File: src/rtl/binary_to_bcd_converter.sv
// Sequential double-dabble binary-to-BCD converter.
// A one-cycle start request launches a fixed-latency conversion. The packed BCD
// result, the overflow flag and the leading-zero blanking mask are registered
// and held between conversions, so the display driver never sees partial values.
module binary_to_bcd_converter #(
  parameter int INPUT_WIDTH       = 16,
  parameter int NUMBER_OF_NYBBLES = 4
) (
  input  logic                           clock,
  input  logic                           reset_n,
  input  logic                           start,
  input  logic [INPUT_WIDTH-1:0]         binary_in,
  output logic                           busy,
  output logic                           valid,
  output logic [4*NUMBER_OF_NYBBLES-1:0] bcd_out,
  output logic                           overflow,
  output logic [NUMBER_OF_NYBBLES-1:0]   blank
);

  localparam int BCD_WIDTH   = 4 * NUMBER_OF_NYBBLES;
  localparam int COUNT_WIDTH = $clog2(INPUT_WIDTH + 1);

  localparam logic [COUNT_WIDTH-1:0]       COUNT_LOAD  = COUNT_WIDTH'(INPUT_WIDTH);
  localparam logic [COUNT_WIDTH-1:0]       COUNT_LAST  = COUNT_WIDTH'(1);
  // Reset mask: every digit blanked except the units digit, so "0" is shown.
  localparam logic [NUMBER_OF_NYBBLES-1:0] BLANK_RESET = ~NUMBER_OF_NYBBLES'(1);

  // Saturated display value shown when the operand does not fit in the digits.
  function automatic logic [BCD_WIDTH-1:0] all_nines();
    logic [BCD_WIDTH-1:0] r;
    r = '0;
    for (int i = 0; i < NUMBER_OF_NYBBLES; i++) begin
      r[i*4 +: 4] = 4'd9;
    end
    return r;
  endfunction

  localparam logic [BCD_WIDTH-1:0] ALL_NINES = all_nines();

  typedef enum logic [1:0] {
    ST_IDLE,
    ST_CONVERT,
    ST_DONE
  } state_t;

  state_t                   state_q;
  state_t                   state_d;

  logic [INPUT_WIDTH-1:0]   operand_q;     // remaining binary bits, MSB first
  logic [BCD_WIDTH-1:0]     scratch_q;     // BCD digits built so far
  logic                     ovf_acc_q;     // sticky: a bit fell off the top digit
  logic [COUNT_WIDTH-1:0]   count_q;       // iterations still to perform

  logic                     load;
  logic                     iterate;
  logic                     finish;
  logic [BCD_WIDTH-1:0]     adjusted;
  logic [NUMBER_OF_NYBBLES-1:0] blank_d;

  // State register.
  // NOTE: sequential state uses non-blocking (<=) so every flop samples the
  // pre-edge values of the others; blocking here would create order-dependent races.
  always_ff @(posedge clock or negedge reset_n) begin
    if (!reset_n) begin
      state_q <= ST_IDLE;
    end else begin
      state_q <= state_d;
    end
  end

  // Next-state logic and per-state datapath strobes.
  // NOTE: every signal written here gets a default first; a missing assignment
  // on some path would otherwise infer a latch.
  always_comb begin
    state_d = state_q;
    load    = 1'b0;
    iterate = 1'b0;
    finish  = 1'b0;
    unique case (state_q)
      ST_IDLE: begin
        if (start) begin
          load    = 1'b1;
          state_d = ST_CONVERT;
        end
      end
      ST_CONVERT: begin
        iterate = 1'b1;
        if (count_q == COUNT_LAST) begin
          state_d = ST_DONE;
        end
      end
      ST_DONE: begin
        finish  = 1'b1;
        state_d = ST_IDLE;
      end
      default: begin
        state_d = ST_IDLE;
      end
    endcase
  end

  // Double-dabble correction: any digit of 5 or more gets 3 added so that the
  // following left shift carries correctly into the next decimal digit.
  always_comb begin
    adjusted = scratch_q;
    for (int i = 0; i < NUMBER_OF_NYBBLES; i++) begin
      if (scratch_q[i*4 +: 4] >= 4'd5) begin
        adjusted[i*4 +: 4] = scratch_q[i*4 +: 4] + 4'd3;
      end
    end
  end

  // Leading-zero mask: digit i (i >= 1) is blanked when it and every higher digit
  // are zero. The units digit is never blanked; an overflowed result shows all 9s
  // and therefore nothing is blanked.
  always_comb begin
    logic higher_zero;
    higher_zero = 1'b1;
    blank_d     = '0;
    for (int i = NUMBER_OF_NYBBLES - 1; i >= 1; i--) begin
      higher_zero = higher_zero & (scratch_q[i*4 +: 4] == 4'd0);
      blank_d[i]  = higher_zero;
    end
    if (ovf_acc_q) begin
      blank_d = '0;
    end
  end

  // Conversion datapath: load on acceptance, then one shift-and-adjust per cycle.
  always_ff @(posedge clock or negedge reset_n) begin
    if (!reset_n) begin
      operand_q <= '0;
      scratch_q <= '0;
      ovf_acc_q <= 1'b0;
      count_q   <= '0;
    end else if (load) begin
      operand_q <= binary_in;
      scratch_q <= '0;
      ovf_acc_q <= 1'b0;
      count_q   <= COUNT_LOAD;
    end else if (iterate) begin
      scratch_q <= {adjusted[BCD_WIDTH-2:0], operand_q[INPUT_WIDTH-1]};
      operand_q <= {operand_q[INPUT_WIDTH-2:0], 1'b0};
      ovf_acc_q <= ovf_acc_q | adjusted[BCD_WIDTH-1];
      count_q   <= count_q - COUNT_LAST;
    end
  end

  // Result registers: updated only in DONE, held otherwise; valid pulses once.
  always_ff @(posedge clock or negedge reset_n) begin
    if (!reset_n) begin
      valid    <= 1'b0;
      bcd_out  <= '0;
      overflow <= 1'b0;
      blank    <= BLANK_RESET;
    end else begin
      valid <= finish;
      if (finish) begin
        bcd_out  <= ovf_acc_q ? ALL_NINES : scratch_q;
        overflow <= ovf_acc_q;
        blank    <= blank_d;
      end
    end
  end

  // Busy covers CONVERT and DONE; it drops on the edge that raises valid.
  assign busy = (state_q != ST_IDLE);

endmodule

File: config.mk
export PLATFORM = sky130hd
export DESIGN_NAME = binary_to_bcd_converter
export DESIGN_NICKNAME = d
export VERILOG_FILES = /design/src/rtl/binary_to_bcd_converter.sv
export SDC_FILE = /design/constraint.sdc
export NUM_CORES = 1
export LEC_CHECK = 0
export ABC_AREA = 1
export BUFFER_PORTS_ARGS = -buffer_cell sky130_fd_sc_hd__clkbuf_2
export CAP_MARGIN = 20
export CORE_ASPECT_RATIO = 1.4
export CORE_UTILIZATION = 50
export CTS_BUF_LIST = sky130_fd_sc_hd__clkbuf_8
export DETAILED_ROUTE_END_ITERATION = 7
export PLACE_DENSITY = 0.82
export SETUP_SLACK_MARGIN = 0.1
export SLEW_MARGIN = 10
export SYNTH_ARGS = -nofsm -noshare
export SYNTH_HDL_FRONTEND = slang
export SYNTH_SLANG_ARGS = --single-unit
File: constraint.sdc
create_clock -name clock -period 1.7 [get_ports clock]
set_input_delay 0.34 -clock clock [delete_from_list [all_inputs] [get_ports clock]]
set_output_delay 0.34 -clock clock [all_outputs]
set_load 0.005 [all_outputs]
---- After elaboration in Yosys (flattened, before gate mapping) ----
Index checks and enable logic that the tools add are counted.
operators by class
  $add $sub $neg .......................... 5
  magnitude comparators ................... 4
  equal/unequal tests ..................... 5
  muxes and demuxes ....................... 21
  bitwise operators ....................... 3
  reduce and logical (&&, ||, !) cells .... 7
operators with widths
  kind                 count
  $mux 16              5
  $mux 4               5
  $add 4x2->4 const B  4
  $ge 4x3->1 const B   4
  $logic_not 4->1      3
  $mux 5               2
  $mux 1               6
  $eq 5x1->1 const B   1
  $sub 5x1->5 const B  1
  $mux 2               2
  $ne 2x2->1 const B   2
  $pmux 2 s2           1
  $reduce_bool 2->1    2
  $and 1x1->1          2
  $eq 2x1->1 const B   1
  $eq 2x2->1 const B   1
  $logic_not 2->1      1
  $reduce_and 2->1     1
  $or 1x1->1           1
storage, ports and cells
  bits in registers ....................... 62
  word-level logic and storage cells ...... 54

---- Logic depth before layout (Yosys ltp) ----
Gate-level depths: netlist of the first run.
  depth after elaboration ................. 5
  depth in mapped cells ................... 9
  depth with buffers taken out ............ 9

---- Worst setup path before layout of the first run ----
No wires, ideal clock.
  kind .................................... register -> register
  start ................................... register scratch_q[12]
  end ..................................... register ovf_acc_q
  arrival time ............................ 1.049 ns
  slack ................................... 0.534 ns
  stages on the path, launching flop included .. 10
  path buffers ............................ 0
  cells stage by stage .................... dfrtp_1 -> inv_1 -> ha_1 -> inv_1 -> nand2_1 -> inv_1 -> nor2_1 -> nor2_1 -> nand2_1 -> nand2_1
between the ends
  word-level cells in the longest chain between the ends .. 5
  elaborated cells between the ends (all ways) .. 6
  those cells by class .................... add/sub: 1; order compare: 1; mux: 3; bitwise: 1
RTL lines
  item                                              RTL line  RTL
  from (decl)                                       50        logic [BCD_WIDTH-1:0] scratch_q;
  from (signal assigned)                            142       scratch_q <= {adjusted[BCD_WIDTH-2:0], operand_q[INPUT_WIDTH-1]};
  $add 4x2->4 / $ge 4x3->1 (equally long branches)  108, 107
  $mux 4 *                                          107       if (scratch_q[i*4 +: 4] >= 4'd5) begin
  $or 1x1->1 *                                      144       ovf_acc_q <= ovf_acc_q | adjusted[BCD_WIDTH-1];
  $mux 1 *                                          141       end else if (iterate) begin
  $mux 1 *                                          136       end else if (load) begin
  to (signal assigned)                              144
  to (decl)                                         51        logic ovf_acc_q;
Every way passes the cells marked *; elsewhere a longest branch is shown, timed or not. The select of a mux whose other input is x is not followed.
A chain may end at the register's enable or synchronous reset.

---- Worst setup path after layout of the first run ----
  start ................................... register scratch_q[4]
  end ..................................... register scratch_q[5]
between the ends
  word-level cells in the longest chain between the ends .. 4
  elaborated cells between the ends (all ways) .. 5
  those cells by class .................... add/sub: 1; order compare: 1; mux: 3
RTL lines
  item                                              RTL line
  $add 4x2->4 / $ge 4x3->1 (equally long branches)  108, 107
  $mux 4 *                                          107
  $mux 16 *                                         141
  $mux 16 *                                         136
Marks and branches as above.

==> results_dict.tcl, run 1 <==
set metrics [dict create \
    status "complete, no violations" \
    cts_sinks 61 \
    insertion_delay_ns 0.34 \
    met1_length_mm 2.493 \
    syn_inst 362 \
    worst_ep_arrival_time_ns 1.69 \
    cts_tree "yes" \
    synth_area_per_cell_um2 8.133 \
    finalCritPeriodShare_pct 83.41 \
    slew_headroom_pct 65.33 \
    synth_compound_area_share_pct 5.992 \
    rows 32 \
    hold_viol 0 \
    synth-xor-area-share_pct 0 \
    setup_tns_ns 0 \
    route.met3.wl_um 305 \
    place_congestion 0.8286 \
    drv_cap 0 \
    clkTransAtPathRegs_ns 0.07 \
    overflow 0 \
    grt_pass1_wl_mm 10.74 \
    cp-end-kind "flip-flop" \
    ir_drop_uv 796.5 \
    drive_gt1_share_pct 18.51 \
    route.final.wire_length_mm 6.083 \
    drtIter0Drc 162 \
    ys_seq_elements 61 \
    grt_pass1_vias 2490 \
    layout_commonest_cell "nand2_1" \
    syn_nets 394 \
    worst_pin_slew_ns 0.5200 \
    io_pins 42 \
    numCtsBuffers 9 \
    required_ns 1.97 \
    period_minus_slack_ns 1.418 \
    htreeDepth 3 \
    synthDistinctLibCells 24 \
    setup_viol 0 \
    grt.total_usage_pct 23.24 \
    muxShareOfSynthArea_pct 0 \
    netlist.area_leader.share_pct 49.30 \
    start_util_pct 52.52 \
    core_um2 5605 \
    dp_hpwl_mm 4.310 \
    nets 443 \
    fp.dieH_um 92.80 \
    wire_per_inst_um 12.57 \
    antenna_found_initial 0 \
    wl_met2_mm 3.140 \
    area_growth_pct 17.98 \
    cpMostUsedCell "nand2_1" \
    pwr_density_cell_nw_per_um2 1814 \
    final_cell_mix "nand2_1 (133), dfrtp_1 (58), clkbuf_2 (40), nand3_1 (37), inv_1 (31)" \
    crit_chain "inv_1 > ha_1 > inv_1 > nand2_1 > nand3_1 > nand2_1 > nand3_1 > nand2_1" \
    grt_max_degree 26 \
    drt-pass1-iter-count 5 \
    slowest_stage "dfrtp_1" \
    ant_nets 0 \
    yosysSeqAreaShare_pct 51.98 \
    totalPowerFinal_uw 6299 \
    p_leak_uw 0.001834 \
    yosys.area_share.simple_pct 29.66 \
    critPathLaunchType "flip-flop" \
    critPathKind "flip-flop to flip-flop" \
    vias_per_cell 5.180 \
    numPortBuffers 40 \
    crit_fanout 5 \
    synth_top_family_by_area "simple AND/OR/NAND/NOR gates" \
    max_freq_mhz 705.3 \
    grt_setup_unrepaired "no" \
    synthAdderAreaFrac_pct 5.525 \
    chipWidth_um 66.85 \
    netlist.top_cell.by_area "dfrtp_1" \
    netlist_top_cells_area "dfrtp_1 (49%), nand2_1 (17%), nand3_1 (6.3%)" \
    dieArea_um2 6203 \
    cts-root-buf "clkbuf_8" \
    synth_warnings 0 \
    drc 0 \
    synth_area_um2 2944 \
    hold_path.class "primary input to flip-flop" \
    highest_layer "met4" \
    cts_max_path_buffers 2 \
    cp_slowest_stage_delay_ns 0.43 \
    finClkSkew_ns 0.01140 \
    diodes 0 \
    nFillCells 499 \
    slew_viol_final 0 \
    num_vias 2507 \
]
## critical path, delay by kind of cell, from the launching register on
kind	cells	cell delay, ns
simple gates	5	0.48
flops	1	0.43
buf+inv	2	0.23
fa+ha+maj	1	0.22
## layer usage
layer	vias up	GRT usage [%]
li1	1248	-
met4	0	11.88
met2	68	38.89
met3	12	7.020
met5	-	0
met1	1179	25.96
## area by class of cell
class	instances	area (um2)	area share, %
Clock buffer	12	165.2	4.755
Tap cell	68	85.08	2.450
Inverter	37	138.9	3.999
Timing Repair Buffer	48	287.8	8.285
Sequential cell	61	1530	44.06
Clock inverter	4	46.29	1.333
Multi-Input combinational cell	254	1220	35.12
## path summary, 6_finish.rpt
kind                              startpoint       endpoint  slack, ns  cells after the start
worst min-delay path            binary_in[9]   operand_q[9]       0.19                      3
worst max-delay path            scratch_q[4]   scratch_q[5]       0.28                      8
max in group asynchronous            reset_n       blank[3]       0.63                      3
worst min register to register      blank[2]       blank[2]       0.47                      2
min in group asynchronous            reset_n  scratch_q[11]       0.51                      2
worst max register to register  scratch_q[4]   scratch_q[5]       0.28                      8
## cells in the mapped netlist (all sizes together)
cell    number
a21oi        9
buf          9
clkbuf       1
conb         1
dfrtp       58
dfstp        3
ha          13
inv         37
nand2      134
nand3       38
nand4       10
nor2        23
nor3         1
o211ai       1
o21a         1
o21ai       22
o22ai        1
## repair_timing
action                    CTS  global route
buffers inserted            0             0
hold buffers                1             0
hold endpoints to repair   14             0
gates resized for setup     0             0
## sequential cells by signal, summed over array words and instances, names as in the netlist
name and cells:
blank 3, overflow 1, bcd_out 16, state_q 2
valid 1, ovf_acc_q 1, count_q 5, operand_q 16
scratch_q 16
## per-stage QoR
stage	worst slack, ns	area [um2]	std cells	util, %	hold slack (ns)
after floorplan	0.5344	2944	362	-	0.04441
after detailed placement	0.3339	3252	467	58.01	0.3469
final	0.2821	3473	484	61.96	0.1948
after global routing	0.1111	3473	484	61.96	0.1960
after global placement	0.3708	3252	467	58.01	0.3339
after CTS	0.2859	3473	484	61.96	0.1901
## cells by family after synthesis
group                      Yosys count
and+or+nand+nor                    206
DFF                                 61
buffers and inverters               47
AOI/OAI and AO/OA                   34
adders and majority gates           13
other                                1
## report_power, final
group / leakage (uW) / switching [uW] / total (uW) / internal (uW)
Combinational: 0.000983 / 1570 / 2520 / 956
Clock: 0.000110 / 546 / 1330 / 789
Sequential: 0.000741 / 411 / 2440 / 2030
No activity file was read; power rests on OpenSTA's default activity.
==> run 2: changes to the inputs <==
==> constraint.sdc (replaced) <==
create_clock -name clock -period 1.5 [get_ports clock]
set_input_delay 0.3 -clock clock [delete_from_list [all_inputs] [get_ports clock]]
set_output_delay 0.3 -clock clock [all_outputs]
set_load 0.005 [all_outputs]
==> run 2 against run 1 <==
Final cell count is 0.62% higher. Clock-buffer cell count stayed put. Sequential cell count stayed put. Largest power group unchanged. Highest routed layer unchanged.
==> results_dict.tcl, run 2 (synthesis gave the netlist of run 1 again) <==
set metrics [dict create \
    numCtsBuffers 9 \
    insertion_delay_ns 0.34 \
    critPathLaunchType "flip-flop" \
    setup_tns_ns 0 \
    startpoint "state_q[0]" \
    met1_length_mm 2.547 \
    whs_ns 0.1672 \
    drv_cap 0 \
    grt_pass1_wl_mm 10.74 \
    drt-pass1-iter-count 5 \
    slew_viol_final 0 \
    rows 32 \
    core_um2 5605 \
    chipWidth_um 66.85 \
    largestRegisters "bcd_out: 16 flops, operand_q: 16 flops, scratch_q: 16 flops" \
    clkTransAtPathRegs_ns 0.06 \
    setup_ws_ns 0.1614 \
    drc 0 \
    dieArea_um2 6203 \
    period_minus_slack_ns 1.339 \
    r2r-start "state_q[0]" \
    num_vias 2524 \
    hold_path_startpoint "binary_in[5]" \
    hold_path.class "primary input to flip-flop" \
    hold_viol 0 \
    place_area_um2 3269 \
    cts-root-buf "clkbuf_8" \
    dp_hpwl_mm 4.420 \
    finalCritPeriodShare_pct 89.24 \
    nets 448 \
    pwr_density_cell_nw_per_um2 2077 \
    final_cell_mix "nand2_1 (131), dfrtp_1 (56), clkbuf_2 (40), nand3_1 (36), inv_1 (27)" \
    required_ns 1.20 \
    cts_tree "yes" \
    wire_per_inst_um 12.59 \
    final_util_pct 62.41 \
    ant_nets 0 \
    htreeDepth 3 \
    start_util_pct 52.52 \
    pre_cts_ws_ns 0.1439 \
    wl_met2_mm 3.194 \
    stdcell_area_um2 3498 \
    place_congestion 0.8821 \
    diodes 0 \
    numPortBuffers 40 \
    cts_max_path_buffers 2 \
    max_freq_mhz 747.0 \
    drive_gt1_share_pct 21.24 \
    cp-end-kind "primary output" \
    antenna_found_initial 0 \
    grt_pass1_vias 2448 \
    grt_setup_unrepaired "yes" \
    io_pins 42 \
    worst_ep_arrival_time_ns 1.04 \
    crit_fanout 4 \
    drtIter0Drc 199 \
    critPathKind "flip-flop to primary output" \
    grt_max_degree 62 \
    finClkSkew_ns 0.007930 \
    route.final.wire_length_mm 6.133 \
    vias_per_cell 5.183 \
    highest_layer "met4" \
    cts_sinks 61 \
    status "complete, no violations" \
    grt.total_usage_pct 22.93 \
    overflow 0 \
    setup_viol 0 \
    route.met3.wl_um 254 \
    ir_drop_uv 1146 \
    fp.dieH_um 92.80 \
    layout_commonest_cell "nand2_1" \
    p_leak_uw 0.001850 \
    area_growth_pct 18.83 \
]
## run 2: cell types whose count changed in the layout (fill, tap and decap cells not counted), sizes merged
cell	change
clkinvlp	-1
buf	+5
clkinv	-1
## run 2: power breakdown
part	switching (uW)	total, uW	internal, uW
logic	1830	3000	1170
registers	492	2800	2310
clock network	590	1470	879
## run 2: critical path: stages (launching register included)
cell and delay, ns:
dfrtp_2 0.44, inv_2 0.07, nand2_1 0.07, clkbuf_2 0.12
## run 2: final cells by class
class	instances	area, um2
Clock inverter	2	33.78
Inverter	37	138.9
Timing Repair Buffer	53	312.8
Sequential cell	61	1533
Fill cell	487	2107
Tap cell	68	85.08
Clock buffer	12	165.2
Multi-Input combinational cell	254	1230
## run 2: repair_timing
item	CTS	global route
buffers inserted	0	1
hold buffers	1	0
setup endpoints to repair	0	10
gates resized for setup	0	9
endpoints found under the hold margin	58	0
## run 2: worst paths after layout
check / end / depth (start not counted) / slack (ns)
max: busy / 3 / 0.16
min: operand_q[5] / 3 / 0.17
max reg2reg: bcd_out[10] / 5 / 0.17
min reg2reg: blank[2] / 2 / 0.47
max in group asynchronous: blank[2] / 3 / 0.69
min in group asynchronous: count_q[0] / 3 / 0.50
## run 2: stage by stage
| stage | total power (uW) | std cells |
|---|---|---|
| finish | 7265 | 487 |
| CTS | 7255 | 486 |
| detailed placement | 5749 | 471 |
| global placement | 5598 | 471 |
| global route | 7937 | 487 |
| floorplan | 4813 | 362 |
## run 2: metal layers
layer,GRT usage (%),vias to the layer above
met5,0,-
met2,38.30,66
met1,27.64,1191
met4,10.46,0
li1,-,1253
met3,4.803,14
==> run 3: changes to the inputs <==
==> constraint.sdc (replaced) <==
create_clock -name clock -period 1.5 [get_ports clock]
set_input_delay 0.225 -clock clock [delete_from_list [all_inputs] [get_ports clock]]
set_output_delay 0.225 -clock clock [all_outputs]
set_load 0.005 [all_outputs]
==> run 3 against run 2 <==
Clock skew shrank 0.0029 ns. Combinational power is essentially flat. Largest power group unchanged. Non-clock buffer count grew 1.
==> results_dict.tcl, run 3 (synthesis gave the netlist of run 1 again) <==
set metrics [dict create \
    status "complete, no violations" \
    min_to "operand_q[3]" \
    antenna_found_initial 0 \
    chipWidth_um 66.85 \
    crit_fanout 4 \
    period_minus_slack_ns 1.283 \
    slowest_stage "dfrtp_1" \
    core_um2 5605 \
    setup_viol 0 \
    ir_drop_uv 937.9 \
    critPathKind "flip-flop to flip-flop" \
    drc 0 \
    layout_commonest_cell "nand2_1" \
    finalCritPeriodShare_pct 85.51 \
    fp.dieH_um 92.80 \
    cts_sinks 61 \
    wire_per_inst_um 12.34 \
    place_congestion 0.8812 \
    drtIter0Drc 204 \
    io_pins 42 \
    dieArea_um2 6203 \
    finClkSkew_ns 0.004981 \
    htreeDepth 3 \
    ant_nets 0 \
    numCtsBuffers 9 \
    r2r-start "scratch_q[8]" \
    worst_ep_arrival_time_ns 1.51 \
    route.final.wire_length_mm 6.049 \
    critPathLaunchType "flip-flop" \
    pwr_density_cell_nw_per_um2 2063 \
    slew_viol_final 0 \
    drt-pass1-iter-count 4 \
    dp_cells 470 \
    insertion_delay_ns 0.33 \
    drive_gt1_share_pct 21.09 \
    cp_slowest_stage_delay_ns 0.40 \
    grt_pass1_vias 2482 \
    start_util_pct 52.52 \
    hold_path_startpoint "binary_in[3]" \
    dp_hpwl_mm 4.325 \
    reg2reg_depth 8 \
    worstHoldPathCells 3 \
    cts_max_path_buffers 2 \
    hold_viol 0 \
    cp-end-kind "flip-flop" \
    final_cell_mix "nand2_1 (132), dfrtp_1 (57), clkbuf_2 (40), nand3_1 (37), inv_1 (27)" \
    hold_path.class "primary input to flip-flop" \
    stdcell_count 490 \
    r2r_slack_ns 0.22 \
    cts_tree "yes" \
    cts-root-buf "clkbuf_8" \
    cpMostUsedCell "nand2_1" \
    grt.total_usage_pct 22.33 \
    numPortBuffers 40 \
    grt_pass1_wl_mm 10.41 \
    clkTransAtPathRegs_ns 0.07 \
    nets 449 \
    crit_chain "inv_1 > ha_1 > inv_1 > nand2_1 > nand3_1 > nand2_1 > nand3_1 > nand2_1" \
    grt_setup_unrepaired "yes" \
    diodes 0 \
    vias_per_cell 5.102 \
    area_growth_pct 19.34 \
    largestRegisters "bcd_out: 16 flops, operand_q: 16 flops, scratch_q: 16 flops" \
    required_ns 1.73 \
    grt_max_degree 62 \
    rows 32 \
    drv_cap 0 \
    p_leak_uw 0.001857 \
    overflow 0 \
    max_freq_mhz 779.7 \
    setup_tns_ns 0 \
    r2r_end "scratch_q[10]" \
    num_vias 2500 \
]
-- run 3: final cells by class --
cell class,instances,area (um2)
clock buffer,11,151.4
clock inverter,5,51.30
fill,480,2092
inverter,37,138.9
multi-input combinational,254,1222
sequential,61,1531
tap,68,85.08
timing repair buffer,54,332.8
-- run 3: critical path: cells and delay by family, from the launching register on --
kind / cells / cell delay, ns
buf+inv: 2 / 0.17
flops: 1 / 0.40
simple gates: 5 / 0.39
fa+ha+maj: 1 / 0.22
-- run 3: how the worst max path moves through the flow --
stage	start	cells past startpoint	end	slack [ns]
after global placement	scratch_q[12]	8	scratch_q[13]	0.25
final	scratch_q[8]	8	scratch_q[10]	0.22
after detailed placement	scratch_q[12]	9	ovf_acc_q	0.20
after CTS	scratch_q[12]	8	scratch_q[13]	0.17
after global routing	scratch_q[12]	9	ovf_acc_q	0.1
after floorplan	scratch_q[12]	9	ovf_acc_q	0.33
-- run 3: power by group --
group	switching [uW]	total [uW]	internal [uW]	leakage (uW)
sequential	476	2780	2310	0.000740
combinational	1820	3010	1190	0.00101
clock	613	1460	845	0.000107
total	2910	7250	4340	0.00186
-- run 3: what timing repair did --
action                                  CTS  global route
hold endpoints to repair                 58             0
gates resized for setup                   0             6
hold buffers                              1             0
endpoints found under the setup margin    0             8
buffers inserted                          0             3
-- run 3: per-layer routing --
| layer | share of wire (%) | global-route usage (%) | wire [um] | up-vias |
|---|---|---|---|---|
| li1 | - | - | - | 1260 |
| met4 | 1.6 | 10.64 | 96 | 0 |
| met1 | 42 | 24.30 | 2540 | 1165 |
| met2 | 52 | 38.72 | 3151 | 65 |
| met5 | 0 | 0 | 0 | - |
| met3 | 4.3 | 6.281 | 260 | 10 |
-- run 3: metrics by stage --
step           hold slack [ns]  power, uW  area [um2]  utilization, %  setup WS, ns
6_report               0.09533       7247        3513           62.68        0.2174
5_1_grt                0.07822       7920        3513           62.68       0.09857
4_1_cts                0.07798       7244        3487           62.21        0.1665
3_5_place_dp            0.2595       5739        3274           58.42        0.2020
3_3_place_gp            0.2599       5570        3274           58.42        0.2498
2_1_floorplan         -0.07059       4813        2944               -        0.3344
